File: config.mk
export PLATFORM = sky130hd
export DESIGN_NAME = shiftreg_seq
export DESIGN_NICKNAME = d
export VERILOG_FILES = /design/src/rtl/shiftreg_seq.sv
export SDC_FILE = /design/constraint.sdc
export NUM_CORES = 1
export LEC_CHECK = 0
export ABC_AREA = 1
export BUFFER_PORTS_ARGS = -buffer_cell sky130_fd_sc_hd__buf_2
export CORE_MARGIN = 5
export CORE_UTILIZATION = 54
export DETAILED_ROUTE_END_ITERATION = 10
export PLACE_DENSITY = 0.93
export SYNTH_ARGS = -nofsm -noshare
export SYNTH_HDL_FRONTEND = slang
export SYNTH_SLANG_ARGS = --single-unit
File: constraint.sdc
create_clock -name clk -period 3.8 [get_ports clk]
set_input_delay 0.57 -clock clk [delete_from_list [all_inputs] [get_ports clk]]
set_output_delay 0.57 -clock clk [all_outputs]
set_load 0.01 [all_outputs]
File: src/rtl/shiftreg_seq.sv
// Load-and-shift sequencer for an external negedge-updated shift register.
// Loads a word, applies up to N single-bit shifts with feedback, and reports the final contents.
//
//   state | meaning
//   IDLE  | waiting for start, all register controls parked at 0
//   LOAD  | parallel-load the captured word into the register
//   SHIFT | one shift per cycle, register output fed back to its input
//   DONE  | single-cycle completion pulse, result already captured
module shiftreg_seq #(
    parameter int N  = 16,
    parameter int CW = 5
) (
    input  logic          clk,
    input  logic          rst_n,
    input  logic          start,
    input  logic          abort,
    input  logic [N-1:0]  din,
    input  logic          dir,
    input  logic [CW-1:0] count,
    input  logic          fill,
    input  logic [N-1:0]  sr_dout,
    output logic          sr_ld,
    output logic          sr_mode,
    output logic          sr_sin,
    output logic [N-1:0]  sr_din,
    output logic          busy,
    output logic          done,
    output logic [N-1:0]  result
);

    typedef enum logic [1:0] {
        IDLE  = 2'd0,
        LOAD  = 2'd1,
        SHIFT = 2'd2,
        DONE  = 2'd3
    } state_t;

    localparam logic [CW-1:0] N_CW   = CW'(N);
    localparam logic [CW-1:0] CNT_TC = CW'(1);

    state_t        state;
    logic [CW-1:0] rem;
    logic          dir_q;
    logic          fill_q;
    logic [CW-1:0] count_sat;

    assign count_sat = (count > N_CW) ? N_CW : count;

    // Outputs are registered against the state being entered; the register
    // itself moves on the following negedge, so sr_dout is stable here.
    always_ff @(posedge clk or negedge rst_n) begin
        if (!rst_n) begin
            state   <= IDLE;
            rem     <= '0;
            dir_q   <= 1'b0;
            fill_q  <= 1'b0;
            sr_ld   <= 1'b0;
            sr_mode <= 1'b0;
            sr_sin  <= 1'b0;
            sr_din  <= '0;
            busy    <= 1'b0;
            done    <= 1'b0;
            result  <= '0;
        end else begin
            sr_ld   <= 1'b0;
            sr_mode <= 1'b0;
            sr_sin  <= 1'b0;
            sr_din  <= '0;
            done    <= 1'b0;

            case (state)
                IDLE: begin
                    if (start) begin
                        state  <= LOAD;
                        busy   <= 1'b1;
                        rem    <= count_sat;
                        dir_q  <= dir;
                        fill_q <= fill;
                        sr_ld  <= 1'b1;
                        sr_din <= din;
                    end
                end

                LOAD: begin
                    if (abort) begin
                        state <= IDLE;
                        busy  <= 1'b0;
                        rem   <= '0;
                    end else if (rem != '0) begin
                        state   <= SHIFT;
                        sr_mode <= dir_q;
                        sr_sin  <= fill_q;
                        sr_din  <= sr_dout;
                    end else begin
                        state  <= DONE;
                        done   <= 1'b1;
                        result <= sr_dout;
                    end
                end

                SHIFT: begin
                    if (abort) begin
                        state <= IDLE;
                        busy  <= 1'b0;
                        rem   <= '0;
                    end else if (rem == CNT_TC) begin
                        state  <= DONE;
                        rem    <= '0;
                        done   <= 1'b1;
                        result <= sr_dout;
                    end else begin
                        rem     <= rem - CNT_TC;
                        sr_mode <= dir_q;
                        sr_sin  <= fill_q;
                        sr_din  <= sr_dout;
                    end
                end

                DONE: begin
                    state <= IDLE;
                    busy  <= 1'b0;
                end

                default: begin
                    state <= IDLE;
                    busy  <= 1'b0;
                    rem   <= '0;
                end
            endcase
        end
    end

endmodule

# Yosys cells after proc, flatten, opt, wreduce, memory -nomap -nowiden
# Index checks and enable logic that the tools add are counted.
totals:
  word_cells: 78
  reg_bits: 46
  out_inout_bits: 37
classes:
  n_lt_le_gt_ge: 1
  n_eq_ne: 12
  reduce_logical: 10
  n_mux: 43
  add_sub_neg: 1
ops:
  columns: ["op", "count"]
  rows:
  - ["2-to-1 mux 16 bit", 9]
  - ["case mux 16 bit (3 select lines)", 1]
  - ["case mux 16 bit (2 select lines)", 1]
  - ["2-to-1 mux 5 bit", 5]
  - ["2-to-1 mux 1 bit", 17]
  - ["case mux 5 bit (3 select lines)", 1]
  - ["inequality test 2 bit, second input constant", 6]
  - ["2-to-1 mux 2 bit", 4]
  - ["case mux 2 bit (4 select lines)", 1]
  - ["case mux 1 bit (2 select lines)", 3]
  - ["AND reduction 2 bit", 3]
  - ["== test 5 x 1 -> 1 bit, second input constant", 1]
  - ["> comparator 5 bit, second input constant", 1]
  - ["AND reduction 5 bit", 1]
  - ["nonzero test 5 bit", 1]
  - ["subtractor 5 x 1 -> 5 bit, second input constant", 1]
  - ["== test 2 bit, second input constant", 2]
  - ["inequality test 3 bit, second input constant", 1]
  - ["case mux 1 bit (3 select lines)", 1]
  - ["AND reduction 3 bit", 1]
  - ["nonzero test 3 bit", 1]
  - ["== test 2 x 1 -> 1 bit, second input constant", 1]
  - ["zero test 2 bit", 1]
  - ["inequality test 2 x 1 -> 1 bit, second input constant", 1]
  - ["2 further kinds", 2]

# Logic depth before layout (Yosys ltp)
logic_depth:
  depth_word: 4
  mapped_depth: 10

# Worst setup path after synthesis
# No wires, ideal clock.
synth_timing:
  path_type: "register to register"
  startpoint: "register state[0]"
  endpoint: "register sr_din[14]"
  path_buffers: 1
  arrival_ps: 1279
  setup_ps: 143
  synth_period_minus_slack_ps: 1422
  setup_slack_ps: 2378
  stages_incl_launch_ff: 8
  cell_sequence: "dfrtp_1 inv_1 ha_1 nand2_1 clkinv_1 buf_2 nand2_1 a21oi_2"
synth_via:
  elab_chain_cells: 2
synth_rtl:
  columns: ["item", "line", "text"]
  rows:
  - ["from (decl)", "41", "state_t state;"]
  - ["from (signal assigned)", "53", "state <= IDLE;"]
  - ["from (signal assigned)", "74", "state <= LOAD;"]
  - ["from (signal assigned)", "86", "state <= IDLE;"]
  - ["== test 2 bit (tied with other cells)", "71", "case (state)"]
  - ["case mux 16 bit (3 select lines) *", "71", null]
  - ["to (signal assigned)", "80", "sr_din <= din;"]
  - ["to (signal assigned)", "93", "sr_din <= sr_dout;"]
  - ["to (signal assigned)", "115", "sr_din <= sr_dout;"]
  - ["to (decl)", "25", "output logic [N-1:0] sr_din,"]
# Mark *: on every way between the ends. The rest lies on a longest branch, timed or not.
# A chain may end at the register's enable or synchronous reset.

# Final worst setup path
layout_timing:
  startpoint: "register state[0]"
  endpoint: "register result[15]"
layout_via:
  elab_chain_cells: 3
layout_rtl:
  columns: ["item", "line", "text"]
  rows:
  - ["== test 2 bit or == test 2 x 1 -> 1 bit (tied branches)", "71", null]
  - ["inequality test 2 bit (no line) or nonzero test 2 bit (tied branches)", null, null]
  - ["AND reduction 5 bit (no line)", null, null]
  - ["to (signal assigned)", "97", "result <= sr_dout;"]
  - ["to (signal assigned)", "110", "result <= sr_dout;"]
  - ["to (decl)", "28", "output logic [N-1:0] result"]
# Parallel ways exist; a longest one is shown, timed or not.

==> impl_metrics.tcl <==
set metrics [dict create \
    status "completed" \
    clock-sinks 46 \
    cp_max_fo 32 \
    wl_per_cell_um 14.2 \
    p_sw_share_pct 43.0 \
    maxCapViolCount 0 \
    fp-row-count 24 \
    postCtsResizedCells 0 \
    ir_drop_mv 0.444 \
    p_leak_uw 0.00160 \
    portBuffers 79 \
    setup_viol 0 \
    clk_pin_slew_worst_paths_ns 0.09 \
    rsz0062_at_grt "false" \
    reg2reg_depth 7 \
    drc 0 \
    syn_area_sq_um 2360 \
    r2r_slack_ns 1.90 \
    p_sw_uw 959 \
    ant_nets 0 \
    core_sq_um 4290 \
    vias_per_cell 5.10 \
    slew_headroom_pct 34.2 \
    rr_endpoint "result[15]" \
    gp_congestion 0.846 \
    min_period_ns 1.90 \
    vias 2010 \
    antenna_found_initial 0 \
    die_h_um 76.1 \
    syn_avg_cell_area_sq_um 9.01 \
    htree_levels 2 \
    synthArstFlopShare_pct 100 \
    p_clk_share_pct 15.1 \
    synth_edf_count 0 \
    numCtsBuffers 5 \
    cp_data_required_time_ns 3.99 \
    diodes 0 \
    power.share.sequential_pct 36.6 \
    initial_core_util_pct 55.0 \
    yosys_warnings 0 \
    ioPinCount 80 \
    drive_gt1_share_pct 41.5 \
    period_share_pct 49.9 \
    tns_ns 0 \
    first_pass_iters 4 \
    syn-instance-count 262 \
    cts.path.max_buffers 2 \
    post-place-ws_ns 1.95 \
    ys_ff_latch 46 \
    ys.flop_type "dfrtp_1" \
    hold_buffers 0 \
    grt_pass1_vias 2087 \
    area_growth_pct 21.0 \
    fin_ws_ns 1.90 \
    skew_ns 0.00607 \
    dieArea_sq_um 5790 \
    crit_path_start_kind "register" \
    grt_usage_pct 19.6 \
    tightest_slew_ns 0.986 \
    fmax_mhz 527 \
    cts_setup_buffers 0 \
    ys_types 28 \
    reg2reg_from "state[0]" \
    power_frac_comb_pct 48.3 \
    crit_start "state[0]" \
    synth_nets 313 \
    hpwl_um 4310 \
    grt_overflow 0 \
    pwr_density_cell_nw_per_um2 781 \
    hp-class "in -> async" \
    grt_pass1_wl_um 9330 \
    die_x_um 76.1 \
    final-hold-violation-count 0 \
    end_kind "register" \
    critical_path_arrival_ns 2.08 \
    cts_tree "done" \
    clock_latency_ns 0.30 \
    internal_power_uw 1270 \
    cts_root_buf "clkbuf_8" \
    crit_type "reg -> reg" \
    drt_iter0_drc 138 \
    maxSlewViolCount 0 \
    nets 392 \
    finalWirelength_um 5580 \
    synth.yosys.seq_area_share_pct 48.8 \
    grt_max_degree 47 \
]
[area by class of cell]
class,count,area (sq um)
fill,345,1440
sequential,46,1150
multi-input combinational,171,997
timing repair buffer,79,395
inverter,38,143
clock buffer,7,96.3
tap,52,65.1
clock inverter,1,8.76
[cells in the mapped netlist (4+ instances only)]
library cell,number,area (sq um)
o21ai_0,7,35.0
o21ai_2,17,149
ha_1,8,100
nand2_2,16,100
inv_1,34,128
nand2_4,4,45.0
dfrtp_1,46,1150
a21oi_1,11,55.1
a21oi_2,7,61.3
nor2_1,18,67.6
nand3_1,9,45.0
nand2_1,63,236
[power by group through the flow]
stage | logic (uW) | registers [uW] | clock network [uW]
2_1_floorplan | 691 | 896 | 0
6_report | 1080 | 817 | 337
3_3_place_gp | 1030 | 811 | 0
3_5_place_dp | 1080 | 824 | 0
5_1_grt | 1190 | 842 | 366
4_1_cts | 1090 | 816 | 341
[layout by cell type (no fill, tap or decap)]
master     synthesis  layout
nor2_4             3       3
o21ai_0            7       7
or2_2              1       1
nand3_1            9       9
dfrtp_1           46      46
buf_2              1      79
nand2_1           63      63
and3_2             2       2
xnor2_1            1       1
nand2_4            4       4
nand2_2           16      16
clkinv_1           1       1
ha_1               8       8
inv_1             34      34
nand3_4            1       1
a21oi_1           11      11
o21ai_2           17      17
nor2_2             1       1
a21oi_2            7       7
nor2_1            18      18
clkbuf_8           0       7
inv_2              3       3
nand4_1            1       1
clkinv_4           0       1
a2bb2oi_1          1       1
[sequential cells by signal, indices dropped and copies added (netlist names)]
signal,count
rem,5
sr_mode,1
busy,1
state,2
fill_q,1
sr_sin,1
dir_q,1
result,16
sr_din,16
done,1
sr_ld,1
[routing by layer]
layer	global-route usage (%)	part of all wire, %	vias to the layer above	routed length [um]
met4	4.20	0.65	0	36
met3	7.09	6.0	4	336
li1	-	-	966	-
met2	35.5	54	65	3030
met1	21.8	39	975	2170
met5	0	0	-	0
[metrics by stage]
step           power (uW)  std cells  util (%)  hold WS (ns)  instance area [sq um]
6_report             2230        394      66.5         0.426                   2860
5_1_grt              2400        394      66.5         0.455                   2860
4_1_cts              2240        394      66.5         0.454                   2860
3_5_place_dp         1910        386      64.1         0.461                   2750
3_3_place_gp         1840        386      64.1         0.456                   2750
2_1_floorplan        1590        262         -         0.274                   2360
[cells by family after synthesis]
logic type	count (synthesis)	synth area share, %
and+or+nand+nor	119	24.5
DFF	46	48.8
buffers and inverters	45	9.01
AOI/OAI and AO/OA	43	13.1
adders and majority gates	8	4.24
xor gates and xnor gates	1	0.371
[critical path, cell delays in order, from the launching register on]
cell,delay [ns]
dfrtp_1,0.42
inv_1,0.12
ha_1,0.25
inv_2,0.08
o21ai_2,0.20
nand3_4,0.39
nand2_1,0.24
o21ai_2,0.07
[worst max path at each step]
stage / slack, ns / to / cells past startpoint
2_1_floorplan: 2.38 / sr_din[14] / 7
3_3_place_gp: 2.08 / sr_din[3] / 6
3_5_place_dp: 1.95 / result[12] / 7
4_1_cts: 1.91 / result[15] / 7
5_1_grt: 1.78 / result[15] / 9
6_report: 1.90 / result[15] / 7
Note: power is estimated with default switching activity, not from simulation.
